<file path="src/rtl/md5_block_sequencer_pkg.sv">
`default_nettype none
// ============================================================================
// Module   : md5_block_sequencer_pkg
// Purpose  : Shared constants, state type and step helper functions for the
//            iterative MD5 block sequencer (K/S tables, IV, F and g rules).
// Revision : 1.0 - initial release
// ============================================================================
package md5_block_sequencer_pkg;

  localparam logic [31:0] IV_A = 32'h67452301;
  localparam logic [31:0] IV_B = 32'hEFCDAB89;
  localparam logic [31:0] IV_C = 32'h98BADCFE;
  localparam logic [31:0] IV_D = 32'h10325476;
  localparam logic [31:0] IV [4] = '{IV_A, IV_B, IV_C, IV_D};

  typedef enum logic [2:0] {
    ST_IDLE = 3'd0,
    ST_LOAD = 3'd1,
    ST_RUN  = 3'd2,
    ST_ADD  = 3'd3,
    ST_DONE = 3'd4
  } state_t;

  // Sine-derived additive constants, one per step.
  localparam logic [31:0] K_TABLE [64] = '{
    32'hd76aa478, 32'he8c7b756, 32'h242070db, 32'hc1bdceee,
    32'hf57c0faf, 32'h4787c62a, 32'ha8304613, 32'hfd469501,
    32'h698098d8, 32'h8b44f7af, 32'hffff5bb1, 32'h895cd7be,
    32'h6b901122, 32'hfd987193, 32'ha679438e, 32'h49b40821,
    32'hf61e2562, 32'hc040b340, 32'h265e5a51, 32'he9b6c7aa,
    32'hd62f105d, 32'h02441453, 32'hd8a1e681, 32'he7d3fbc8,
    32'h21e1cde6, 32'hc33707d6, 32'hf4d50d87, 32'h455a14ed,
    32'ha9e3e905, 32'hfcefa3f8, 32'h676f02d9, 32'h8d2a4c8a,
    32'hfffa3942, 32'h8771f681, 32'h6d9d6122, 32'hfde5380c,
    32'ha4beea44, 32'h4bdecfa9, 32'hf6bb4b60, 32'hbebfbc70,
    32'h289b7ec6, 32'heaa127fa, 32'hd4ef3085, 32'h04881d05,
    32'hd9d4d039, 32'he6db99e5, 32'h1fa27cf8, 32'hc4ac5665,
    32'hf4292244, 32'h432aff97, 32'hab9423a7, 32'hfc93a039,
    32'h655b59c3, 32'h8f0ccc92, 32'hffeff47d, 32'h85845dd1,
    32'h6fa87e4f, 32'hfe2ce6e0, 32'ha3014314, 32'h4e0811a1,
    32'hf7537e82, 32'hbd3af235, 32'h2ad7d2bb, 32'heb86d391
  };

  // Rotate amount S[i]: depends only on the round and i mod 4.
  function automatic logic [4:0] s_shift(input logic [5:0] i);
    logic [4:0] s;
    case ({i[5:4], i[1:0]})
      4'b0000: s = 5'd7;   4'b0001: s = 5'd12; 4'b0010: s = 5'd17; 4'b0011: s = 5'd22;
      4'b0100: s = 5'd5;   4'b0101: s = 5'd9;  4'b0110: s = 5'd14; 4'b0111: s = 5'd20;
      4'b1000: s = 5'd4;   4'b1001: s = 5'd11; 4'b1010: s = 5'd16; 4'b1011: s = 5'd23;
      4'b1100: s = 5'd6;   4'b1101: s = 5'd10; 4'b1110: s = 5'd15; default: s = 5'd21;
    endcase
    return s;
  endfunction

  // Round boolean function selected by the round number (i / 16).
  function automatic logic [31:0] f_round(input logic [1:0] rnd, input logic [31:0] b,
                                          input logic [31:0] c, input logic [31:0] d);
    logic [31:0] f;
    case (rnd)
      2'd0:    f = (b & c) | (~b & d);
      2'd1:    f = (d & b) | (~d & c);
      2'd2:    f = b ^ c ^ d;
      default: f = c ^ (b | ~d);
    endcase
    return f;
  endfunction

  // Message word index; multiples of 16 vanish mod 16, so only i[3:0] matters.
  function automatic logic [3:0] g_index(input logic [5:0] i);
    logic [3:0] lo;
    logic [3:0] g;
    lo = i[3:0];
    case (i[5:4])
      2'd0:    g = lo;
      2'd1:    g = lo * 4'd5 + 4'd1;
      2'd2:    g = lo * 4'd3 + 4'd5;
      default: g = lo * 4'd7;
    endcase
    return g;
  endfunction

  function automatic logic [31:0] bswap32(input logic [31:0] x);
    return {x[7:0], x[15:8], x[23:16], x[31:24]};
  endfunction

endpackage
`default_nettype wire

</file>
<file path="src/rtl/md5_block_sequencer_if.sv">
`default_nettype none
// ============================================================================
// Module   : md5_block_sequencer_if
// Purpose  : Word input stream and digest output stream of the MD5 sequencer.
// Revision : 1.0 - initial release
// ============================================================================
interface md5_block_sequencer_if;
  logic [31:0]  in_data_i;
  logic         in_valid_i;
  logic         in_last_i;
  logic         in_ready_o;
  logic [127:0] digest_o;
  logic         digest_valid_o;
  logic         digest_ready_i;
  logic         busy_o;

  modport master (
    output in_data_i, in_valid_i, in_last_i, digest_ready_i,
    input  in_ready_o, digest_o, digest_valid_o, busy_o
  );

  modport slave (
    input  in_data_i, in_valid_i, in_last_i, digest_ready_i,
    output in_ready_o, digest_o, digest_valid_o, busy_o
  );
endinterface
`default_nettype wire

</file>
<file path="src/rtl/md5_block_sequencer_step.sv">
`default_nettype none
// ============================================================================
// Module   : md5_step
// Purpose  : One combinational MD5 step; the caller supplies M[g], K[i], S[i]
//            and the round select.
// Revision : 1.0 - initial release
// ============================================================================
module md5_step
  import md5_block_sequencer_pkg::*;
(
  input  logic [31:0] a,
  input  logic [31:0] b,
  input  logic [31:0] c,
  input  logic [31:0] d,
  input  logic [31:0] m,
  input  logic [31:0] k,
  input  logic [4:0]  s,
  input  logic [1:0]  rnd,
  output logic [31:0] a_next,
  output logic [31:0] b_next,
  output logic [31:0] c_next,
  output logic [31:0] d_next
);
  logic [31:0] sum;
  logic [63:0] rot_dbl;

  // Step update: rotate the sum left by s (upper half of the doubled word) and rotate registers.
  always_comb begin
    sum     = a + f_round(rnd, b, c, d) + k + m;
    rot_dbl = {sum, sum} << s;
    a_next  = d;
    b_next  = b + rot_dbl[63:32];
    c_next  = b;
    d_next  = c;
  end
endmodule
`default_nettype wire

</file>
<file path="src/rtl/md5_block_sequencer.sv">
`default_nettype none
// ============================================================================
// Module   : md5_block_sequencer
// Purpose  : Iterative MD5 compression controller. Loads 16-word blocks,
//            runs 64 steps over UNROLL chained step units, chains H across
//            blocks and presents the final digest on a valid/ready port.
// Revision : 1.0 - initial release
// ============================================================================
module md5_block_sequencer
  import md5_block_sequencer_pkg::*;
#(
  parameter int UNROLL = 1
) (
  input  logic clk_i,
  input  logic rst_i,
  md5_block_sequencer_if.slave bus
);
  localparam logic [5:0] STEP_INC  = 6'(UNROLL);
  localparam logic [5:0] STEP_LAST = 6'(64 - UNROLL);

  state_t       state;
  state_t       state_next;
  logic [31:0]  msg [16];
  logic [3:0]   word_idx;
  logic [5:0]   step;
  logic         last;
  logic [31:0]  h [4];
  logic [31:0]  sum_h [4];
  logic [31:0]  work_a, work_b, work_c, work_d;
  logic [127:0] digest;
  logic         digest_valid;
  logic         ready;
  logic         xfer;
  logic         accept;

  logic [31:0]  ch_a [UNROLL+1];
  logic [31:0]  ch_b [UNROLL+1];
  logic [31:0]  ch_c [UNROLL+1];
  logic [31:0]  ch_d [UNROLL+1];

  // Words are only taken while idle or loading; reset blocks any transfer.
  assign ready  = ((state == ST_IDLE) || (state == ST_LOAD)) && !rst_i;
  assign xfer   = bus.in_valid_i && ready;
  assign accept = digest_valid && bus.digest_ready_i;

  assign bus.in_ready_o     = ready;
  assign bus.busy_o         = (state != ST_IDLE);
  assign bus.digest_o       = digest;
  assign bus.digest_valid_o = digest_valid;

  assign ch_a[0] = work_a;
  assign ch_b[0] = work_b;
  assign ch_c[0] = work_c;
  assign ch_d[0] = work_d;

  // Step chain: unit u evaluates step (step + u); step is a multiple of UNROLL so no wrap occurs.
  for (genvar u = 0; u < UNROLL; u++) begin : g_step
    logic [5:0] idx;
    assign idx = step + 6'(u);
    md5_step u_step (
      .a      (ch_a[u]),
      .b      (ch_b[u]),
      .c      (ch_c[u]),
      .d      (ch_d[u]),
      .m      (msg[g_index(idx)]),
      .k      (K_TABLE[idx]),
      .s      (s_shift(idx)),
      .rnd    (idx[5:4]),
      .a_next (ch_a[u+1]),
      .b_next (ch_b[u+1]),
      .c_next (ch_c[u+1]),
      .d_next (ch_d[u+1])
    );
  end

  // Chaining add of the working registers into H.
  always_comb begin
    sum_h[0] = h[0] + work_a;
    sum_h[1] = h[1] + work_b;
    sum_h[2] = h[2] + work_c;
    sum_h[3] = h[3] + work_d;
  end

  // State register.
  always_ff @(posedge clk_i) begin
    if (rst_i) state <= ST_IDLE;
    else       state <= state_next;
  end

  // Next-state decode.
  always_comb begin
    state_next = state;
    case (state)
      ST_IDLE: if (xfer) state_next = ST_LOAD;
      ST_LOAD: if (xfer && (word_idx == 4'd15)) state_next = ST_RUN;
      ST_RUN:  if (step == STEP_LAST) state_next = ST_ADD;
      ST_ADD:  state_next = last ? ST_DONE : ST_IDLE;
      ST_DONE: if (accept) state_next = ST_IDLE;
      default: state_next = ST_IDLE;
    endcase
  end

  // Message buffer write; contents are don't-care until all 16 words arrive.
  always_ff @(posedge clk_i) begin
    if (xfer) msg[word_idx] <= bus.in_data_i;
  end

  // Datapath: word index, working registers, chaining value and digest register.
  always_ff @(posedge clk_i) begin
    if (rst_i) begin
      for (int j = 0; j < 4; j++) h[j] <= IV[j];
      word_idx     <= 4'd0;
      step         <= 6'd0;
      last         <= 1'b0;
      work_a       <= 32'd0;
      work_b       <= 32'd0;
      work_c       <= 32'd0;
      work_d       <= 32'd0;
      digest       <= 128'd0;
      digest_valid <= 1'b0;
    end else begin
      if (xfer) begin
        word_idx <= word_idx + 4'd1;
        if (word_idx == 4'd15) begin
          last   <= bus.in_last_i;
          work_a <= h[0];
          work_b <= h[1];
          work_c <= h[2];
          work_d <= h[3];
          step   <= 6'd0;
        end
      end
      if (state == ST_RUN) begin
        work_a <= ch_a[UNROLL];
        work_b <= ch_b[UNROLL];
        work_c <= ch_c[UNROLL];
        work_d <= ch_d[UNROLL];
        step   <= step + STEP_INC;
      end
      if (state == ST_ADD) begin
        for (int j = 0; j < 4; j++) h[j] <= sum_h[j];
        word_idx <= 4'd0;
        if (last) begin
          digest       <= {bswap32(sum_h[0]), bswap32(sum_h[1]),
                           bswap32(sum_h[2]), bswap32(sum_h[3])};
          digest_valid <= 1'b1;
        end
      end
      if (accept) begin
        digest_valid <= 1'b0;
        for (int j = 0; j < 4; j++) h[j] <= IV[j];
      end
    end
  end
endmodule
`default_nettype wire

</file>
<file path="src/flat_wrapper.sv">
// flat-port wrapper written by rule: the top's interface ports become plain ports
module md5_block_sequencer_flat import md5_block_sequencer_pkg::*;
#(
  parameter int UNROLL = 1
)
  (clk_i, rst_i, bus_in_data_i, bus_in_valid_i, bus_in_last_i, bus_digest_ready_i, bus_in_ready_o, bus_digest_o, bus_digest_valid_o, bus_busy_o);
  md5_block_sequencer_if bus_i ();
  input  logic clk_i;
  input  logic rst_i;
  input wire logic [$bits(bus_i.in_data_i)-1:0] bus_in_data_i;
  input wire logic [$bits(bus_i.in_valid_i)-1:0] bus_in_valid_i;
  input wire logic [$bits(bus_i.in_last_i)-1:0] bus_in_last_i;
  input wire logic [$bits(bus_i.digest_ready_i)-1:0] bus_digest_ready_i;
  output wire logic [$bits(bus_i.in_ready_o)-1:0] bus_in_ready_o;
  output wire logic [$bits(bus_i.digest_o)-1:0] bus_digest_o;
  output wire logic [$bits(bus_i.digest_valid_o)-1:0] bus_digest_valid_o;
  output wire logic [$bits(bus_i.busy_o)-1:0] bus_busy_o;
  assign bus_i.in_data_i = bus_in_data_i;
  assign bus_i.in_valid_i = bus_in_valid_i;
  assign bus_i.in_last_i = bus_in_last_i;
  assign bus_i.digest_ready_i = bus_digest_ready_i;
  assign bus_in_ready_o = bus_i.in_ready_o;
  assign bus_digest_o = bus_i.digest_o;
  assign bus_digest_valid_o = bus_i.digest_valid_o;
  assign bus_busy_o = bus_i.busy_o;
  md5_block_sequencer #(.UNROLL(UNROLL)) u_core (.clk_i(clk_i), .rst_i(rst_i), .bus(bus_i));
endmodule
</file>
<file path="config.mk">
export PLATFORM = sky130hd
export DESIGN_NAME = md5_block_sequencer_flat
export DESIGN_NICKNAME = d
export VERILOG_FILES = /design/src/rtl/md5_block_sequencer_pkg.sv /design/src/rtl/md5_block_sequencer_if.sv /design/src/rtl/md5_block_sequencer_step.sv /design/src/rtl/md5_block_sequencer.sv /design/src/flat_wrapper.sv
export SDC_FILE = /design/constraint.sdc
export NUM_CORES = 2
export LEC_CHECK = 0
export ABC_AREA = 1
export ABC_CLOCK_PERIOD_IN_PS = 13990
export CORE_MARGIN = 4
export CORE_UTILIZATION = 40
export DETAILED_ROUTE_END_ITERATION = 6
export GPL_TIMING_DRIVEN = 0
export PLACE_DENSITY = 0.65
export SLEW_MARGIN = 10
export SYNTH_ARGS = -nofsm -noshare
export SYNTH_HDL_FRONTEND = slang
export SYNTH_HIERARCHICAL = 1
export SYNTH_SLANG_ARGS = --single-unit
</file>
<file path="constraint.sdc">
create_clock -name clk_i -period 13.99 [get_ports clk_i]
set_clock_uncertainty 0.2 [all_clocks]
set_input_delay 1.399 -clock clk_i [delete_from_list [all_inputs] [get_ports clk_i]]
set_output_delay 1.399 -clock clk_i [all_outputs]
set_load 0.005 [all_outputs]
</file>
## Word level (Yosys, flattened, before mapping)

Memory sizes are Yosys's and may differ from the RTL's. A register that Yosys moved wholly into a read port is not among the register bits.
Index checks and enable logic that the tools add are counted.

- Memories: 4
- Input bits: 37
- Memory bits (read-only): 2,128
- Output and inout bits: 131
- Word-level logic and storage cells: 126
- Bits in writable memories: 640
- Flip-flop bits (word level): 271

Memories:

| memory | words | bits a word | rd ports | clocked after memory_dff | wr ports | RTL line | source |
|---|---|---|---|---|---|---|---|
| (name not given) | 64 | 32 | 1 | 0 | 0 | md5_block_sequencer.sv:66 | `.k (K_TABLE[idx]),` |
| u_core.msg | 16 | 32 | 1 | 0 | 1 | md5_block_sequencer.sv:23 | `logic [31:0] msg [16];` |
| u_core.h | 4 | 32 | 4 | 0 | 4 | md5_block_sequencer.sv:27 | `logic [31:0] h [4];` |
| (name not given) | 16 | 5 | 1 | 1 | 0 | md5_block_sequencer_pkg.sv:47 | `case ({i[5:4], i[1:0]})` |

- $mul: 3
- Bitwise gates (word level): 21
- Shift-type cells: 1
- Muxes and demuxes: 45
- Add/sub/neg operators: 12
- Magnitude comparators: 1
- Reductions and logical operators: 17
- Eq/ne operators: 12

Operators by type and width:

| operator | number |
|---|---|
| $mux W32 | 22 |
| $add A32 B32 Y32 | 8 |
| $and A32 B32 Y32 | 4 |
| $or A32 B32 Y32 | 3 |
| $pmux W32 S3 | 1 |
| $xor A32 B32 Y32 | 3 |
| $not A32 Y32 | 2 |
| $shl A64 B5 Y64 | 1 |
| $mux W6 | 3 |
| $mux W3 | 5 |
| $pmux W3 S5 | 1 |
| $pmux W4 S3 | 1 |
| $mux W1 | 10 |
| $add A4 B1 Y4 const B | 2 |
| $mul A4 B3 Y4 const B | 2 |
| $mux W4 | 2 |
| $or A1 B1 Y1 | 8 |
| $ge A7 B7 Y1 const B | 1 |
| $not A6 Y7 | 1 |
| $add A6 B1 Y6 const B | 1 |
| $eq A3 B2 Y1 const B | 2 |
| $eq A6 B6 Y1 const B | 1 |
| $ne A2 B1 Y1 const B | 3 |
| $reduce_and A2 Y1 | 3 |
| other kinds (17) | 22 |

## Depth between registers and ports, before layout

- Depth in word-level cells: 10
- Gate-level depth with buffers: 57
- Mapped depth without buffers: 54

## Hierarchy

Netlist, hierarchy kept.

By module, submodules not included:

| module | cells each | area each (µm²) | instances |
|---|---|---|---|
| md5_block_sequencer | 5,900 | 47,628.2 | 1 |
| md5_step | 1,933 | 10,652.7 | 1 |

## Worst setup path before layout

Ideal clock, no wire load.

- Path kind: flip-flop to flip-flop
- Start: register u_core.step[2]
- End: register u_core.work_b[22]
- Arrival time: 7.861 ns
- Setup time: 0.137 ns
- Buffers on the path: 4
- Path slack: 5.792 ns
- Cell stages (with the launch flop): 54
- Cell sequence: dfxtp_1 -> buf_6 -> inv_1 -> buf_1 -> ha_1 -> inv_1 -> fa_1 -> nand2_1 -> o211ai_1 -> o21ai_0 -> buf_2 -> buf_1 -> nand3_1 -> nand2_1 -> nand2_1 -> nand2_1 -> inv_1 -> fa_1 -> (+18 left out) -> nand3_1 -> nand3_1 -> nand2_1 -> ha_1 -> fa_1 -> nand3_1 -> nand2_1 -> a21oi_2 -> o21ai_2 -> a21boi_2 -> o21ai_2 -> a21oi_1 -> o21ai_1 -> nand2_1 -> a21o_1 -> nand2_1 -> nand2_1 -> a31oi_1

RTL lines:

| element | RTL line | source |
|---|---|---|
| start, declared | md5_block_sequencer.sv:25 | `logic [5:0] step;` |
| start signal, assigned | md5_block_sequencer.sv:138 | `step <= step + STEP_INC;` |
| end signal, assigned | md5_block_sequencer.sv:127 | `work_b <= h[1];` |
| end signal, assigned | md5_block_sequencer.sv:135 | `work_b <= ch_b[UNROLL];` |
| end, declared | md5_block_sequencer.sv:29 | `logic [31:0] work_a, work_b, work_c, work_d;` |

==> run metrics <==
die width 390 um; HP Class reg2reg; status complete, no violations; post-detail-place hpwl 187000 um; post-CTS setup buffers 0; Final Cell Area 66300 sq um; largest net degree at the start of global routing 31; Hold Vio Cnt, Final 0; adder-cell share of the synthesized area 7.18%; Post-Synth XOR/XNOR Area 1.84%; total gr overflow 0; top post-synthesis cells by area edfxtp_1, nand2_1, dfxtp_1; global-route wire length before repair 349000 um; fin crit period 10.58 ns; vias in the first global route 53100; Critical Path Fanout Max 20; synthesis-stage register bit count 916; largest family of logic cells by synthesized area simple AND/OR/NAND/NOR gates; htree depth 3; worst slack at placement 3.74 ns; DR vias/cell 5.63; post-detailed-route count of antenna-violating nets 0; Syn Inst Count 7833; Root Buffer clkbuf_16; placed cell count 9921; Final setup viols 0; DR pass1 iterations 6; leak pwr 29.9 nW; final setup margin 3.41 ns; Worst EP arrival 10.94 ns; Routed WL 241000 um; Power Density 167 nW/um^2; final slew viol count 0; residual DRC count 0; Worst setup EP type flop; Least-Margin Pin Slew 1.38 ns; post-route insts no fill 10100; Buffers on Ports 167; crit-path most repeated cell nand2_1; crit-path max cell delay 0.55 ns; all-layer global routing usage 30.8%; CORE AREA 144000 sq um; area growth from synthesis to layout 13.7%; Rows 139; Synth Cell Area 58300 sq um; Synth Area in Simple Gates 29.1%; Fin Setup TNS 0 ns; Avg Inst Size Synth 7.44 sq um; EDFF count, synth 576; Post-CTS Resized 0; share of layout cells above drive strength 1 6.45%; later-pin clock latency in the skew report 0.76 ns; vias 56900; Syn Nets 8163; post-synthesis sequential area ratio 41.4%; mux contribution to synthesized area 0.0172%; Synth warnings 6; Critical-path top delay cell buf_2; asr flop ratio synth 0%; max cap viols 0; CP Launch Type flop; Final Net Count 8450; die height 390 um; Final GP Congestion 0.993; Final Cycle Share 75.6%; Worst-path clk slew 0.06 ns; Initial Utilization 40.4%; CTS tree built; Worst EP required 14.35 ns; DRT iter0 DRCs 7462; maximum vdd drop 120 uV; hold_buf cts 0; Crit Path Category reg2reg; Synth Area in Compound Gates 10.7%; CTS max path bufs 3; ys flop type edfxtp_1; number of buffers created by CTS 100; Yosys cell types 66; CTS Sinks 916; WL/cell 23.8 um; Area after DPL 62900 sq um; Slew headroom 8.22%; antenna violations before repair 10; IO Count 168; setup repair after global routing missed its margin false; Yosys top cell area share 29.7%; area leader, netlist edfxtp_1; Peak Freq 94.5 MHz; final cell utilization of the core 46.0%; DIE AREA 152000 sq um; fillers 14400
-- sequential cells by signal, summed over array words and instances, names as in the netlist, named ones only --
| signal | flops |
|---|---|
| u_core/msg | 512 |
| u_core/bus.digest_o | 128 |
| u_core/h | 128 |
| u_core/work_a | 32 |
| u_core/work_b | 32 |
| u_core/work_c | 32 |
| u_core/work_d | 32 |
| u_core/step | 6 |
| u_core/word_idx | 4 |
| u_core/state | 3 |
| u_core/bus.digest_valid_o | 1 |
| u_core/last | 1 |
-- per-layer routing --
layer / part of all wire, % / track usage [%] / up-vias / routed length [um]
met5: 0.011 / 0 / - / 27
met4: 4.7 / 12.8 / 4 / 11300
met3: 10 / 6.06 / 538 / 25000
met2: 43 / 47.5 / 2972 / 105000
met1: 41 / 42.2 / 27100 / 99800
li1: - / - / 26300 / -
-- cells by family after synthesis --
family,count (synthesis)
simple gates,4089
buf+inv,1356
compound gates,1057
flops,916
fa+ha+maj,293
xor+xnor,121
mux,1
-- synthesized netlist by cell type, drive strengths merged (3+ instances only) --
| library cell | number |
|---|---|
| nand2 | 2634 |
| ha | 224 |
| o21a | 75 |
| or2 | 26 |
| nor4 | 5 |
| and2 | 6 |
| nand3 | 957 |
| nor2 | 369 |
| buf | 280 |
| clkinv | 3 |
| edfxtp | 576 |
| a21o | 14 |
| o21bai | 39 |
| a22oi | 40 |
| inv | 948 |
| nand3b | 7 |
| xnor2 | 52 |
| clkbuf | 125 |
| a21oi | 344 |
| o211ai | 53 |
| dfxtp | 340 |
| nor3 | 39 |
| o22ai | 23 |
| o221ai | 7 |
| a31oi | 92 |
| a221oi | 3 |
| xor2 | 69 |
| a21boi | 4 |
| nand4 | 43 |
| o31ai | 20 |
| o21ai | 321 |
| fa | 69 |
| o311ai | 3 |
| o2111ai | 13 |
-- placed cells by master, fill, tap and decap left out, types with 26 or more instances in the layout --
master / netlist / layout
nand2_1: 2616 / 2614
nand3_1: 949 / 949
inv_1: 932 / 932
edfxtp_1: 576 / 576
nor2_1: 363 / 348
a21oi_1: 340 / 340
dfxtp_1: 340 / 340
o21ai_0: 306 / 306
ha_1: 224 / 224
clkdlybuf4s50_1: 0 / 167
clkbuf_1: 125 / 151
buf_2: 142 / 144
buf_4: 107 / 107
clkbuf_16: 0 / 102
a31oi_1: 92 / 92
o21a_1: 75 / 75
fa_1: 69 / 69
xor2_1: 68 / 68
xnor2_1: 51 / 51
o211ai_1: 49 / 49
nand4_1: 43 / 43
a22oi_1: 40 / 40
o21bai_1: 38 / 38
nor3_1: 37 / 37
buf_1: 28 / 26
-- layout make-up --
| type | count | area (sq um) | area share (%) |
|---|---|---|---|
| multi-input cells | 5561 | 28600 | 43.2 |
| well taps | 1903 | 2380 | 3.59 |
| clock buffers | 138 | 2790 | 4.21 |
| repair buffers | 185 | 2110 | 3.18 |
| inverters | 951 | 3570 | 5.39 |
| diodes | 7 | 17.5 | 0.0264 |
| plain buffers | 405 | 2120 | 3.21 |
| clock inverters | 49 | 572 | 0.863 |
| flip-flops and latches | 916 | 24100 | 36.4 |
-- final timing paths --
check,startpoint,endpoint,slack [ns],depth (start not counted)
max,u_core/step[2]$_SDFFE_PP0N_,u_core/work_b[31]$_SDFFE_PP0N_,3.41,57
min,u_core/h[3][0]$_SDFFE_PP0P_,u_core/h[3][0]$_SDFFE_PP0P_,0.29,2
max reg2reg,u_core/step[2]$_SDFFE_PP0N_,u_core/work_b[31]$_SDFFE_PP0N_,3.41,57
min reg2reg,u_core/h[3][0]$_SDFFE_PP0P_,u_core/h[3][0]$_SDFFE_PP0P_,0.29,2
-- worst max-delay path: cells and delay by family, from the launching register on --
kind                       cells  cell delay [ns]
and+or+nand+nor               32             3.44
adders and majority gates      7             2.72
buffers and inverters         12             2.44
AOI/OAI and AO/OA              6             1.01
DFF                            1             0.54
-- metrics by stage --
step | power, W | hold slack, ns
after global placement | 0.00823 | 0.273
final | 0.0111 | 0.288
after global routing | 0.0117 | 0.304
after CTS | 0.0110 | 0.285
after detailed placement | 0.00828 | 0.276
after floorplan | 0.00662 | 0.259
-- report_power, final --
group / internal, W / switching [W]
clock: 0.00152 / 0.00116
combinational: 0.00160 / 0.00358
sequential: 0.00296 / 0.000231
total: 0.00609 / 0.00498
Power figures use the tool's default switching activity.
